===== config.mk =====
export PLATFORM = sky130hd
export DESIGN_NAME = hard_grand
export DESIGN_NICKNAME = d
export VERILOG_FILES = /design/src/rtl/hard_grand.sv
export SDC_FILE = /design/constraint.sdc
export NUM_CORES = 1
export LEC_CHECK = 0
export BUFFER_PORTS_ARGS = -buffer_cell sky130_fd_sc_hd__buf_2
export CAP_MARGIN = 20
export CORE_MARGIN = 3
export CORE_UTILIZATION = 30
export DETAILED_ROUTE_END_ITERATION = 16
export PLACE_DENSITY = 0.47
export REMOVE_ABC_BUFFERS = 1
export SLEW_MARGIN = 5
export SYNTH_ARGS = -nofsm -noshare
export SYNTH_HDL_FRONTEND = slang
export SYNTH_SLANG_ARGS = --single-unit

===== constraint.sdc =====
create_clock -name clk -period 8.3 [get_ports clk]
set_input_delay 1.245 -clock clk [delete_from_list [all_inputs] [get_ports clk]]
set_output_delay 1.245 -clock clk [all_outputs]
set_load 0.01 [all_outputs]

===== src/rtl/hard_grand.sv =====
`default_nettype none
// ============================================================================
// hard_grand : sequential hard-decision GRAND decoder for the (8,4) d=4 code.
// Revision   : 1.0
// ============================================================================
module hard_grand #(
    parameter int N         = 8,
    parameter int MAX_GUESS = 37
) (
    input  logic         clk,
    input  logic         rst,
    input  logic [0:N-1] cHat,
    output logic [0:N-1] c,
    output logic         done,
    output logic [5:0]   guesses
);

    // The code is self-dual, so these rows serve as both H and G.
    localparam logic [0:7] H0 = 8'b00010111;
    localparam logic [0:7] H1 = 8'b00101011;
    localparam logic [0:7] H2 = 8'b10100101;
    localparam logic [0:7] H3 = 8'b11000011;

    logic [0:7] chat_q;
    logic [5:0] idx;
    logic       loaded;

    logic [0:7] pattern;
    logic [0:7] cand;
    logic [3:0] syndrome;

    // Guess order: no flip, singles left to right, then doubles by widest
    // separation first with ties broken by the lower left index.
    function automatic logic [0:7] pattern_of(input logic [5:0] k);
        logic [0:7] p;
        int         n;
        p = '0;
        for (int i = 0; i < 8; i++) begin
            if (k == 6'(i + 1)) p[i] = 1'b1;
        end
        n = 9;
        for (int d = 7; d >= 1; d--) begin
            for (int i = 0; i + d < 8; i++) begin
                if (k == 6'(n)) begin
                    p[i]     = 1'b1;
                    p[i + d] = 1'b1;
                end
                n++;
            end
        end
        return p;
    endfunction

    always_comb begin
        pattern  = pattern_of(idx);
        cand     = chat_q ^ pattern;
        syndrome = {^(cand & H3), ^(cand & H2), ^(cand & H1), ^(cand & H0)};
    end

    always_ff @(posedge clk or posedge rst) begin
        if (rst) begin
            chat_q  <= '0;
            idx     <= '0;
            loaded  <= 1'b0;
            c       <= '0;
            done    <= 1'b0;
            guesses <= '0;
        end else if (!loaded || (cHat != chat_q)) begin
            chat_q <= cHat;
            idx    <= '0;
            done   <= 1'b0;
            loaded <= 1'b1;
        end else if (!done) begin
            if (idx >= 6'(MAX_GUESS)) begin
                c       <= chat_q;
                guesses <= 6'(MAX_GUESS);
                done    <= 1'b1;
            end else if (syndrome == 4'd0) begin
                c       <= cand;
                guesses <= idx + 6'd1;
                done    <= 1'b1;
            end else begin
                idx <= idx + 6'd1;
            end
        end
    end

endmodule
`default_nettype wire


After elaboration in Yosys (flattened, before gate mapping) --
Cells that the tools add are included.
Storage, ports and cells: flip-flop bits (word level) 30, input bits 10, output and inout port bits 15, word-level logic and storage cells 130
Cells by class: $add $sub $neg 1, order comparisons 1, equality and inequality tests 40, muxes and demuxes 69, bitwise operators 3, reduce and logical (&&, ||, !) cells 10
Operator list (number):
- 6-bit by 5-bit == test with 1-bit output, second input constant | 16
- 1-bit 2-to-1 mux | 54
- 6-bit by 4-bit == test with 1-bit output, second input constant | 8
- 6-bit 2-to-1 mux | 6
- 8-bit parity | 4
- 6-bit == test, second input constant | 5
- 6-bit by 3-bit == test with 1-bit output, second input constant | 4
- 8-bit 2-to-1 mux | 2
- 2-bit 2-to-1 mux | 7
- 6-bit by 2-bit == test with 1-bit output, second input constant | 2
- 8-bit != test | 1
- 8-bit XOR | 1
- 6-bit by 1-bit adder with 6-bit output, second input constant | 1
- 6-bit by 1-bit == test with 1-bit output, second input constant | 1
- 6-bit >= comparator, second input constant | 1
- 3-bit AND reduction | 2
- 4-bit logical NOT | 1
- 2-bit != test, second input constant | 2
- 2-bit by 1-bit != test with 1-bit output, second input constant | 1
- 1-bit inverter | 2
- 2-bit nonzero test | 1
- 1-bit logical NOT | 1
- 1-bit logical OR | 1

Logic depth before layout (Yosys ltp) --
depth after elaboration 22, mapped depth 13, depth with buffers taken out 11

Worst setup path after synthesis --
Ideal clock, no wire load.
path type reg2reg, start reg idx[0], end reg c[1] (netlist bit), setup time 125 ps, arrival 2978 ps, data required time 8175 ps, path slack 5197 ps, cell stages (with the launch flop) 14, buffers on the path 2, period minus slack after synthesis 3103 ps, cells stage by stage dfrtp_1 -> inv_1 -> ha_1 -> buf_2 -> or4bb_1 -> a21oi_1 -> nor4_2 -> xnor2_2 -> xnor2_1 -> nor4_2 -> o22ai_2 -> a21oi_4 -> buf_6 -> mux2_4
Between the ends: longest elaborated chain between the ends 14, elaborated cells between the ends (all ways) 104, those cells by class 1 x order compare; 36 x eq/ne; 59 x mux; 1 x bitwise; 7 x reduce/logical
Ends and longest elaborated chain:
- from (decl) | RTL line 25 | logic [5:0] idx;
- from (signal assigned) | RTL line 83 | idx <= idx + 6'd1;
- 6-bit by 4-bit == test with 1-bit output (tied with other cells) | RTL line 39 | if (k == 6'(i + 1)) p[i] = 1'b1;
- 1-bit 2-to-1 mux | RTL line 39
- 1-bit 2-to-1 mux (5 in series) | RTL line 44 | if (k == 6'(n)) begin
- 1-bit 2-to-1 mux or 2-bit 2-to-1 mux (tied branches) | RTL line 44
- 2-bit 2-to-1 mux | RTL line 44
- 8-bit XOR | RTL line 56 | cand = chat_q ^ pattern;
- 8-bit parity | RTL line 57 | syndrome = {^(cand & H3), ^(cand & H2), ^(cand & H1), ^(cand & H0)};
- 4-bit logical NOT | RTL line 78 | end else if (syndrome == 4'd0) begin
- 2-bit nonzero test (no source line)
- 3-bit AND reduction (no source line)
- to (signal assigned) | RTL line 75 | c <= chat_q;
- to (signal assigned) | RTL line 79 | c <= cand;
- to (decl) | RTL line 13 | output logic [0:N-1] c,
Several ways; a longest one is shown, not always the timed one. The select of a mux whose other input is x is not followed. A chain may end at the register's enable or synchronous reset.

Worst setup path in the final report --
start reg idx[0], end reg c[5] (netlist bit)
Same word-level chain as after synthesis.

==> results.md <==
- Result of the run: finished clean
- Main combinational cell family by area after synthesis: simple AND/OR/NAND/NOR gates
- Rows: 31
- Switching Fraction: 22.2%
- CTS tree: yes
- Wire length of the first global-routing pass: 9160 um
- Area Overhead vs Synth: 10.2%
- Number of gates given a new drive strength after cts: 0
- Reg-to-reg setup timing slack: 4.56 ns
- Number of cells on the worst reg-to-reg path: 10
- Pint: 0.251 mW
- Final Setup Violations: 0
- Leading cell types by total area after synthesis: dfrtp_1 32%, xnor2_1 6.7%, a21oi_1 3.8%
- Part of the total power dissipated in sequential elements: 47.2%
- Syn_area_per_cell: 9.59 um^2
- Total chip power: 0.322 mW
- Simple-Gate Fraction of Synth Area: 22.1%
- Leading cell type by number of instances after synthesis: dfrtp_1
- Number of inserted filler cells in the final layout: 785
- Startpoint of the most critical register-to-register path: idx[0]$_DFFE_PP0P_
- Nature of the critical path startpoint: flip-flop
- Area taken by multi-input logic gates: 1390 um^2
- Placeable core region: 7450 um^2
- Highest ir drop seen on vdd: 0.0000677 V
- Root cell of the clock tree: clkbuf_8
- Count of clock tree sinks: 30
- Total GRT Usage: 13.1%
- DP Area: 2440 um^2
- Pin slew with the least headroom to its limit: 0.656 ns
- Fraction of post-synthesis cell area in the top cell type by area: 31.8%
- Average wire per cell in the routed design: 15.6 um
- Detailed-route wire length: 5530 um
- Number of warnings reported in the yosys synthesis log: 0
- Top-level port count: 25
- Static leakage power: 1.02 nW
- Slew HR: 56.3%
- Required time of the critical path: 8.46 ns
- Worst clock skew: 0.00583 ns
- Pre-antenna DRT Iters: 4
- Clock network power share: 44.7%
- Die H: 94.7 um
- DRC viols: 0
- Summed negative setup slack over all endpoints: 0 ns
- Post-synthesis compound-gate area fraction: 18.8%
- Number of synthesized flops with an enable pin: 0
- Max-cap check violation count: 0
- Endpoint arrival time on the critical path: 3.90 ns
- Full die area: 8960 um^2
- Overflow after GRT: 0
- NumNets Final: 269
- Non-Filler Cell Area, Final: 2600 um^2
- Hold Crit Class: reg2reg
- X dimension of the die: 94.7 um
- Fraction of synthesized area in multiplexers: 5.09%
- Setup bufs post-CTS: 0
- Power per Cell Area: 124 nW/um^2
- Unrepaired setup endpoints after global routing: false
- Count of nets left with antenna violations after detail routing: 0
- Distinct cell type count of the synthesized netlist: 58
- Vias in the first global route: 1721
- Largest net degree at the start of global routing: 39
- Bufs on Longest Clock Path: 2
- Smallest hold slack: 0.508 ns
- Initial antenna violation count: 0
- Proportion of power drawn by combinational gates: 8.1%
- Worst-skew pair later-pin latency: 0.28 ns
- Via count: 1845
- FF-to-FF End: c[5]$_DFFE_PP0P_
- Tcrit/Tclk final: 45.0%
- Ant diodes: 0
- Most instantiated cells after synthesis: 30 x dfrtp_1, 18 x a21oi_1, 18 x xnor2_1
- Fmax achieved: 268 MHz
- Layout cells sized above 1: 23.1%
- Sequential element share of the synthesized area: 31.8%
- Post-synthesis adder-cell area fraction: 2.65%
- Cell area after synthesis: 2360 um^2
- Cell type with the largest total area after synthesis: dfrtp_1
- Last weighted congestion value of the routability-driven placer: 0.775
- Number of buffers inserted by port buffering: 24
- Origin of the worst min-delay path: c[4]$_DFFE_PP0P_
- Drt first-iter violations: 193
- Post-Synthesis Cells: 246
- Main synth FF type: dfrtp_1
- Synth Register Bits: 30
- Number of stages on the worst hold path: 1
- Crit path time final: 3.74 ns
- Net switching power: 0.0714 mW
- Number of buffers created by CTS: 5
- Detailed-placement wirelength estimate: 3900 um
- Worst-path maximum fanout: 15
- Vias per Instance: 5.21
- Type of the setup path with the least slack: reg2reg
- Clock slew at the register clock pins of the worst setup and hold paths: 0.07 ns
- Total area of sequential cells: 751 um^2
- Element type at the critical path end: flip-flop
- Worst min-delay path endpoint: c[4]$_DFFE_PP0P_
- Slew Limit Fails: 0
- Number of failing hold endpoints at the final stage: 0
- Effective utilization at floorplan: 31.7%
- Number of buffers added to fix hold violations after cts: 0
- Post-synthesis xor/xnor area fraction: 10.2%
- Clock H-tree levels: 2
- Share of flip-flops with an asynchronous set or reset: 100%
-- sequential cells by signal, summed over array words and instances, names as in the netlist --
register  count
done          1
chat_q        8
idx           6
loaded        1
guesses       6
c             8
-- layout make-up --
cell class	count	share of cell area, %
clock buffers	7	2.94
repair buffers	28	7.32
inverters	10	1.44
well taps	99	4.77
multi-input cells	179	53.5
flip-flops and latches	30	28.9
clock inverters	1	1.16
-- how the worst max path moves through the flow --
stage	start	endpoint	slack (ns)	cells after the start
2_1_floorplan	idx[4]$_DFFE_PP0P_	c[2]$_DFFE_PP0P_	5.06	9
3_3_place_gp	idx[4]$_DFFE_PP0P_	c[2]$_DFFE_PP0P_	4.46	9
3_5_place_dp	idx[4]$_DFFE_PP0P_	c[5]$_DFFE_PP0P_	4.49	9
4_1_cts	idx[4]$_DFFE_PP0P_	c[5]$_DFFE_PP0P_	4.43	9
5_1_grt	idx[1]$_DFFE_PP0P_	c[5]$_DFFE_PP0P_	4.25	11
6_report	idx[0]$_DFFE_PP0P_	c[5]$_DFFE_PP0P_	4.56	10
-- worst max-delay path: stages (launching register included) --
cell and delay (ns):
dfrtp_1 0.46, ha_1 0.58, nand2b_1 0.23, a2111oi_2 0.37, nor4_2 0.12, xnor2_2 0.24, xnor2_1 0.13, nor3_1 0.38
o22ai_2 0.25, a21oi_4 0.46, mux2_2 0.39
-- layer usage --
metal	up-vias	track usage, %	wire length [um]	share of wire, %
li1	915	-	-	-
met1	892	19.9	2850	52
met2	32	18.6	2460	44
met3	6	2.39	169	3.1
met4	0	3.73	55	0.99
met5	-	0	0	0
-- cells by family after synthesis --
kind of cell / Yosys count
buf+inv: 37
mux: 11
flops: 30
simple gates: 81
other cells: 1
xor+xnor: 24
compound gates: 57
fa+ha+maj: 5
-- placed cells by master (no fill, tap or decap), types with 4 or more instances in the layout --
cell,netlist,final
a21oi_1,18,18
nor2_1,9,9
nand3b_1,6,6
ha_1,5,5
buf_2,8,24
xnor2_1,18,18
nor3_1,9,9
nand3_1,10,10
clkbuf_8,0,5
o21ai_0,5,5
nor4_2,6,6
mux2_2,4,4
a211oi_1,4,4
and3_1,4,4
mux2i_1,6,6
inv_1,9,9
or4_1,4,4
dfrtp_1,30,30
xnor2_2,4,4
o22ai_1,5,5
nand2_1,8,8
nand2b_1,8,8
-- stage by stage --
step           std cells  setup WS (ns)  util (%)
6_report             354           4.56      34.9
5_1_grt              354           4.25      34.9
4_1_cts              352           4.43      34.2
3_5_place_dp         344           4.49      32.7
3_3_place_gp         344           4.46      32.7
2_1_floorplan        219           5.06         -
-- power by group through the flow --
stage | sequential (mW) | combinational (mW) | clock (mW)
after floorplan | 0.155 | 0.0181 | 0
after global placement | 0.155 | 0.0265 | 0
after detailed placement | 0.155 | 0.0266 | 0
after CTS | 0.152 | 0.0267 | 0.150
after global routing | 0.152 | 0.0288 | 0.156
final | 0.152 | 0.0260 | 0.144
No activity file was read; power rests on OpenSTA's default activity.
